==> config.mk <==
export PLATFORM = sky130hd
export DESIGN_NAME = reaction_sequencer
export DESIGN_NICKNAME = d
export VERILOG_FILES = /design/src/rtl/reaction_sequencer.sv
export SDC_FILE = /design/constraint.sdc
export NUM_CORES = 1
export LEC_CHECK = 0
export ABC_CLOCK_PERIOD_IN_PS = 2200
export CAP_MARGIN = 10
export CORE_ASPECT_RATIO = 1.1
export CORE_UTILIZATION = 29
export CTS_CLUSTER_DIAMETER = 60
export DETAILED_ROUTE_END_ITERATION = 8
export SYNTH_ARGS = -nofsm -noshare
export SYNTH_HDL_FRONTEND = slang
export SYNTH_SLANG_ARGS = --single-unit
export TNS_END_PERCENT = 1
==> constraint.sdc <==
create_clock -name Clock -period 2.2 [get_ports Clock]
set_input_delay 0.22 -clock Clock [delete_from_list [all_inputs] [get_ports Clock]]
set_output_delay 0.22 -clock Clock [all_outputs]
set_load 0.005 [all_outputs]
==> src/rtl/reaction_sequencer.sv <==
// Reaction-time tester: random pre-delay, stimulus lamp, two-digit BCD timer in 10 ms units.
// Defining REACTION_BEST_SCORE_EN adds BestBCD1/BestBCD0 best-score outputs.

module reaction_sequencer #(
    parameter int DELAY_MIN = 100
) (
    input  logic       Clock,
    input  logic       Resetn,
    input  logic       Start,
    input  logic       Pushn,
    input  logic       Tick,
    output logic       LEDn,
    output logic [3:0] BCD1,
    output logic [3:0] BCD0,
    output logic       Busy,
    output logic       FalseStart,
    output logic       Overflow
`ifdef REACTION_BEST_SCORE_EN
    ,
    output logic [3:0] BestBCD1,
    output logic [3:0] BestBCD0
`endif
);

    typedef enum logic [2:0] {
        IDLE = 3'd0,
        WAIT = 3'd1,
        GO   = 3'd2,
        DONE = 3'd3,
        FOUL = 3'd4
    } state_t;

    localparam logic [8:0] DELAY_BASE = 9'(DELAY_MIN);

    state_t     state;
    logic [8:0] delay;
    logic [7:0] lfsr;
    logic       sync1;
    logic       sync2;
    logic       push_prev;
    logic       press;
    logic       at_max;

    // NOTE: sequential blocks use non-blocking assignments only, so every flop
    // samples the values that existed before the clock edge.
    always_ff @(posedge Clock or negedge Resetn) begin
        if (!Resetn) begin
            sync1     <= 1'b1;
            sync2     <= 1'b1;
            push_prev <= 1'b1;
        end else begin
            sync1     <= Pushn;
            sync2     <= sync1;
            push_prev <= sync2;
        end
    end

    // Falling edge of the synchronized button is the only press event.
    assign press = push_prev & ~sync2;

    always_ff @(posedge Clock or negedge Resetn) begin
        if (!Resetn) begin
            lfsr <= 8'h01;
        end else begin
            lfsr <= {lfsr[6:0], lfsr[7] ^ lfsr[5] ^ lfsr[4] ^ lfsr[3]};
        end
    end

    assign at_max = (BCD1 == 4'd9) && (BCD0 == 4'd9);

    always_ff @(posedge Clock or negedge Resetn) begin
        if (!Resetn) begin
            state      <= IDLE;
            delay      <= 9'd0;
            BCD1       <= 4'd0;
            BCD0       <= 4'd0;
            LEDn       <= 1'b1;
            Busy       <= 1'b0;
            FalseStart <= 1'b0;
            Overflow   <= 1'b0;
        end else begin
            case (state)
                IDLE, DONE, FOUL: begin
                    if (Start) begin
                        state      <= WAIT;
                        delay      <= DELAY_BASE + {1'b0, lfsr};
                        BCD1       <= 4'd0;
                        BCD0       <= 4'd0;
                        Overflow   <= 1'b0;
                        FalseStart <= 1'b0;
                        Busy       <= 1'b1;
                    end
                end
                WAIT: begin
                    // A press beats a terminal Tick arriving in the same cycle.
                    if (press) begin
                        state      <= FOUL;
                        Busy       <= 1'b0;
                        FalseStart <= 1'b1;
                    end else if (Tick) begin
                        if (delay <= 9'd1) begin
                            state <= GO;
                            delay <= 9'd0;
                            LEDn  <= 1'b0;
                        end else begin
                            delay <= delay - 9'd1;
                        end
                    end
                end
                GO: begin
                    if (press) begin
                        state <= DONE;
                        LEDn  <= 1'b1;
                        Busy  <= 1'b0;
                    end else if (Tick) begin
                        if (at_max) begin
                            state    <= DONE;
                            LEDn     <= 1'b1;
                            Busy     <= 1'b0;
                            Overflow <= 1'b1;
                        end else if (BCD0 == 4'd9) begin
                            BCD0 <= 4'd0;
                            BCD1 <= BCD1 + 4'd1;
                        end else begin
                            BCD0 <= BCD0 + 4'd1;
                        end
                    end
                end
                default: begin
                    state      <= IDLE;
                    LEDn       <= 1'b1;
                    Busy       <= 1'b0;
                    FalseStart <= 1'b0;
                end
            endcase
        end
    end

`ifdef REACTION_BEST_SCORE_EN
    // Packed BCD digit pairs order the same way as the numbers they encode.
    always_ff @(posedge Clock or negedge Resetn) begin
        if (!Resetn) begin
            BestBCD1 <= 4'd9;
            BestBCD0 <= 4'd9;
        end else if ((state == GO) && press && ({BCD1, BCD0} < {BestBCD1, BestBCD0})) begin
            BestBCD1 <= BCD1;
            BestBCD0 <= BCD0;
        end
    end
`endif

endmodule

==> results.json, run 1 <==
{
  "finalNetCount": 240,
  "grt_remaining_overflow": 0,
  "diodes": 0,
  "route.detailed.vias_per_inst": 5.15,
  "share_clk_of_total_power_pct": 16.6,
  "ys_ff_latch": 35,
  "row_count": 30,
  "power_density_nw_per_um2": 1180,
  "final.fill_count": 652,
  "synth.area.top_cells": "dfrtp_1 (39%), dfstp_2 (6.8%), o21ai_0 (4.7%), ha_1 (4.5%), a21oi_1 (3.9%)",
  "die_width_um": 79.9,
  "internal_power_mw": 1.61,
  "number_of_drc_violations_after_detailed_routing_iteration_0": 65,
  "detail_route.wirelength_um": 4290,
  "initial_core_util_pct": 30.7,
  "dieHeight_um": 87.7,
  "xor_xnor_portion_of_the_synthesized_cell_area_pct": 2.72,
  "finalSetupViolCount": 0,
  "synth_simple_gate_area_share_pct": 20.8,
  "r2r_start": "BCD0[1]",
  "cts.repair_timing.setup_buffer_count": 0,
  "clock_tree_from_tritoncts": "done",
  "synth-compound-area-share_pct": 22.3,
  "ys_types": 50,
  "finalCritPeriodShare_pct": 92.2,
  "synthMuxAreaShare_pct": 0.517,
  "first_global_vias": 1509,
  "netSwitchingFraction_pct": 40.9,
  "switching_power_mw": 1.12,
  "route.detailed.drc": 0,
  "fin_skew_ps": 9.03,
  "drt_pass1_iterations": 4,
  "vias": 1591,
  "htree_num_levels": 2,
  "fmax_mhz": 493,
  "ys_async_sr_fraction_pct": 100,
  "synth_area_um2": 1930,
  "worst_setup_path_startpoint": "BCD0[1]",
  "post_synth_inst_count": 200,
  "crit_path_capture_type": "register",
  "power_leakage_nw": 0.973,
  "place.port_buffers": 16,
  "synth_top_family_by_area": "compound AO/OA/AOI/OAI gates",
  "worstHoldStart": "Pushn",
  "synthAdderAreaFrac_pct": 4.53,
  "final-max-slew-violation-count": 0,
  "slew_headroom_pct": 56.5,
  "number_of_antenna_violations_at_the_first_check_in_global_routing": 0,
  "combPwrFrac_pct": 45.9,
  "post_cts.resized_instances": 0,
  "timing.final.crit_period_ps": 2030,
  "critPathArrivalTime_ps": 2200,
  "cts-root-buf": "clkbuf_8",
  "vdd_drop_max_v": 0.000431,
  "post_cts_hold_buffer_count": 0,
  "tightest_pin_transition_ps": 645,
  "dieArea_um2": 7000,
  "routed_wire_length_per_instance_um": 13.9,
  "synth-seq-area-share_pct": 45.6,
  "path_clk_slew_ps": 70,
  "globalplace.congestion": 0.831,
  "ios": 17,
  "synth_enable_flop_cells": 0,
  "ant_nets": 0,
  "max_cap_viol_count": 0,
  "post-synth-top-area-cell": "dfrtp_1",
  "syn_avg_cell_area_um2": 9.67,
  "timing_worst_setup_path_type": "register to register",
  "run_status": "finished clean",
  "final_layout_size_suffix_gt1_share_pct": 12.2,
  "synth-main-ff-cell": "dfrtp_1",
  "flow.area_growth_from_synthesis_pct": 20.1,
  "hold_path_class": "input pin to register",
  "grt_pass1_wl_um": 7200,
  "count_of_yosys_warnings_during_synthesis": 0,
  "dp_hpwl_um": 3080,
  "grt_resource_usage_total_pct": 13.4,
  "crit_path_start_kind": "register",
  "grt_max_degree": 36,
  "clock-sinks": 35,
  "required_ps": 2370,
  "cts_buffer_depth": 2,
  "hold_violations": 0,
  "mappedNetlistNets": 212,
  "timing.final.ws_setup_ps": 171,
  "synth_top_area_share_pct": 38.8,
  "clock_insertion_delay_worst_skew_ps": 280,
  "dpl_worst_slack_ps": 183,
  "flop_pwr_share_pct": 37.6,
  "core_area_um2": 6310,
  "path_max_fanout": 5,
  "cts_buffers": 5,
  "totalPowerFinal_mw": 2.73
}
worst max-delay path, cell delays in order, from the launching register on:
cell	delay [ps]
dfrtp_1	420
inv_1	70
ha_1	160
nand3b_1	140
or3_1	410
o21ai_0	390
a21oi_1	130
o22a_1	190
layout by cell type (no fill, tap or decap), drive strengths merged, types with 5 or more instances in the layout:
master         instances
dfrtp                 30
o21ai                 18
clkdlybuf4s50         16
a21oi                 16
nand2                 15
nor3                  12
nor2                  11
buf                   10
inv                    9
nand3                  7
ha                     7
clkbuf                 7
dfstp                  5
sequential cells by signal, summed over array words and instances (netlist names):
signal,flops
Busy,1
BCD1,4
FalseStart,1
push_prev,1
lfsr,8
Overflow,1
sync2,1
delay,9
sync1,1
BCD0,4
LEDn,1
state,3
cells in the mapped netlist (3+ instances only):
library cell,count
xnor2_1,4
ha_1,7
o21ai_0,18
a21oi_1,15
dfrtp_1,30
inv_1,9
nand3_1,7
or3_1,3
nand2b_1,4
dfstp_2,5
nor2b_1,4
a21o_1,4
buf_4,4
nor2_1,11
nor3b_1,3
nor3_1,10
and3_1,3
nand2_1,15
kinds of logic (layout without fill, tap and decap cells):
kind of cell	after synthesis	in the layout
buffers and inverters	14	43
xor gates and xnor gates	6	6
DFF	35	35
adders and majority gates	7	7
muxes	1	1
and+or+nand+nor	73	73
AOI/OAI and AO/OA	64	64
routing by layer:
layer / routed length [um] / track usage, % / vias to the layer above / part of all wire, %
met4: 32 / 3.41 / 0 / 0.75
met2: 2010 / 21.8 / 33 / 47
met5: 0 / 0 / - / 0
met1: 2070 / 17.9 / 764 / 48
met3: 173 / 3.23 / 4 / 4.0
li1: - / - / 790 / -
final cells by class:
type	instances	area, um^2	share of cell area [%]
Sequential cell	35	882	38.0
Tap cell	80	100	4.31
Clock buffer	7	76.3	3.28
Multi-Input combinational cell	151	991	42.6
Clock inverter	1	5.00	0.215
Timing Repair Buffer	26	235	10.1
Inverter	9	33.8	1.45
stage by stage:
step	cells	area, um^2	utilization [%]	hold slack, ps	TNS [ps]
after floorplan	200	1930	-	-75.6	0
after global placement	301	2230	35.4	346	0
after detailed placement	301	2230	35.4	347	0
after CTS	309	2320	36.7	337	0
after global routing	309	2320	36.8	339	-89.0
final	309	2320	36.8	345	0
power by group through the flow:
stage / registers (mW) / clock network [mW] / logic (mW)
finish: 1.03 / 0.453 / 1.25
global route: 1.06 / 0.503 / 1.40
CTS: 1.02 / 0.470 / 1.23
detailed placement: 1.03 / 0 / 1.23
global placement: 1.03 / 0 / 1.22
floorplan: 0.962 / 0 / 0.865
path summary, 6_finish.rpt:
kind,end,slack (ps),depth (start not counted)
min in group asynchronous,state[1],350,2
setup / recovery,Busy,170,7
hold / removal,sync1,340,1
setup reg to reg,Busy,170,7
max in group asynchronous,lfsr[0],1500,2
hold reg to reg,sync2,360,0
Power figures use the tool's default switching activity.
==> run 2: changes to the inputs <==
--- a/config.mk
+++ b/config.mk
@@ -8,7 +8,7 @@
 export ABC_CLOCK_PERIOD_IN_PS = 2200
 export CAP_MARGIN = 10
 export CORE_ASPECT_RATIO = 1.1
-export CORE_UTILIZATION = 29
+export CORE_UTILIZATION = 30
 export CTS_CLUSTER_DIAMETER = 60
 export DETAILED_ROUTE_END_ITERATION = 8
 export SYNTH_ARGS = -nofsm -noshare
==> run 2 against run 1 <==
Critical path depth unchanged. Via count is 0.38% lower. Hold slack got worse by 13 ps.
==> results.json, run 2 (synthesized netlist as in run 1, its figures left out) <==
{
  "layout.cells.most_common": "dfrtp_1",
  "run_status": "finished clean",
  "finalCritPeriodShare_pct": 90.1,
  "htree_num_levels": 2,
  "dieArea_um2": 6770,
  "detail_route.wirelength_um": 4210,
  "die_width_um": 78.6,
  "finalNetCount": 241,
  "critPathArrivalTime_ps": 2160,
  "final_layout_size_suffix_gt1_share_pct": 13.5,
  "fmax_mhz": 504,
  "post_cts.resized_instances": 0,
  "globalplace.congestion": 0.857,
  "grt_remaining_overflow": 0,
  "path_max_fanout": 5,
  "initial_core_util_pct": 31.2,
  "worst_path_max_delay_cell": "dfrtp_1",
  "path_clk_slew_ps": 80,
  "clock_insertion_delay_worst_skew_ps": 290,
  "required_ps": 2380,
  "ant_nets": 0,
  "tightest_pin_transition_ps": 561,
  "final-max-slew-violation-count": 0,
  "drt_pass1_iterations": 4,
  "cts_buffer_depth": 2,
  "number_of_drc_violations_after_detailed_routing_iteration_0": 69,
  "route.detailed.drc": 0,
  "multi_input_area_um2": 983,
  "utilization_pct": 37.6,
  "cts.repair_timing.setup_buffer_count": 0,
  "register_area_um2": 882,
  "first_global_vias": 1524,
  "place.port_buffers": 16,
  "crit_path_capture_type": "register",
  "path_buf_inv": 1,
  "fin_tns_setup_ps": 0,
  "vdd_drop_max_v": 0.000408,
  "row_count": 30,
  "diodes": 0,
  "dp_hpwl_um": 3130,
  "final.fill_count": 631,
  "clock_tree_from_tritoncts": "done",
  "dpl_worst_slack_ps": 151,
  "post_cts_hold_buffer_count": 0,
  "grt_max_degree": 36,
  "largest_register_ff_count": 9,
  "timing.final.crit_period_ps": 1980,
  "route.detailed.vias_per_inst": 5.11,
  "hold_path_class": "input pin to async pin",
  "cpPeakStageDelay_ps": 420,
  "power_density_nw_per_um2": 1170,
  "core_area_um2": 6190,
  "slew_headroom_pct": 62.5,
  "routed_wire_length_per_instance_um": 13.6,
  "clock-sinks": 35,
  "number_of_antenna_violations_at_the_first_check_in_global_routing": 0,
  "grt_resource_usage_total_pct": 13.8,
  "hold_violations": 0,
  "vias": 1585,
  "timing.final.ws_setup_ps": 217,
  "reg_top3": "delay x9, lfsr x8",
  "timing_worst_setup_path_type": "register to register",
  "worstPathCellList": "inv_1 -> ha_1 -> nand3b_1 -> or3_1 -> o21ai_0 -> a21oi_1 -> o22a_1",
  "max_cap_viol_count": 0,
  "dieHeight_um": 86.2,
  "flow.area_growth_from_synthesis_pct": 20.5,
  "whs_ps": 331,
  "grt_setup_unrepaired": "false",
  "mostFrequentLayoutCells": "dfrtp_1 (30), o21ai_0 (18), clkdlybuf4s50_1 (16), nand2_1 (15), a21oi_1 (15)",
  "grt_pass1_wl_um": 7270,
  "timing.critical_path.max_delay_family": "compound AO/OA/AOI/OAI gates",
  "cts_buffers": 5,
  "power_leakage_nw": 0.975,
  "fin_skew_ps": 8.15,
  "crit_path_start_kind": "register",
  "largest-register": "delay",
  "ios": 17,
  "totalPowerFinal_mw": 2.73,
  "cts-root-buf": "clkbuf_8",
  "finalSetupViolCount": 0
}
[run 2: cell count changes in the layout (fill, tap and decap cells not counted)]
cell,delta
clkbuf_1,-2
clkinvlp_4,+2
a211oi_2,+1
a211oi_4,-1
buf_4,+1
[run 2: cell type report]
class / instances / area share, %
clock buffer: 5 / 2.95
multi-input combinational: 151 / 42.2
sequential: 35 / 37.8
clock inverter: 3 / 0.859
timing repair buffer: 27 / 10.4
tap: 80 / 4.29
inverter: 9 / 1.45
[run 2: power by group]
part           switching [mW]  internal (mW)
logic                   0.665          0.578
registers               0.212          0.810
clock network           0.248          0.220
total                    1.12           1.61
[run 2: worst paths after layout]
path / startpoint / end / slack (ps) / depth (start not counted)
max reg2reg: BCD0[1] / Busy / 220 / 7
min: Resetn / state[2] / 330 / 2
min in group Clock: Pushn / sync1 / 330 / 1
max: BCD0[1] / Busy / 220 / 7
max in group asynchronous: Resetn / lfsr[0] / 1510 / 2
min reg2reg: sync1 / sync2 / 360 / 0
[run 2: per-layer routing]
layer,wire (um),GRT usage (%),part of all wire [%],vias up
li1,-,-,-,796
met1,1980,17.4,47,745
met2,2000,23.0,48,35
met3,147,3.16,3.5,9
met4,79,5.39,1.9,0
met5,0,0,0,-
[run 2: through the flow]
| stage | instances | area [um^2] |
|---|---|---|
| final | 310 | 2330 |
| after CTS | 310 | 2330 |
| after global placement | 302 | 2240 |
| after floorplan | 200 | 1930 |
| after detailed placement | 302 | 2240 |
| after global routing | 310 | 2330 |
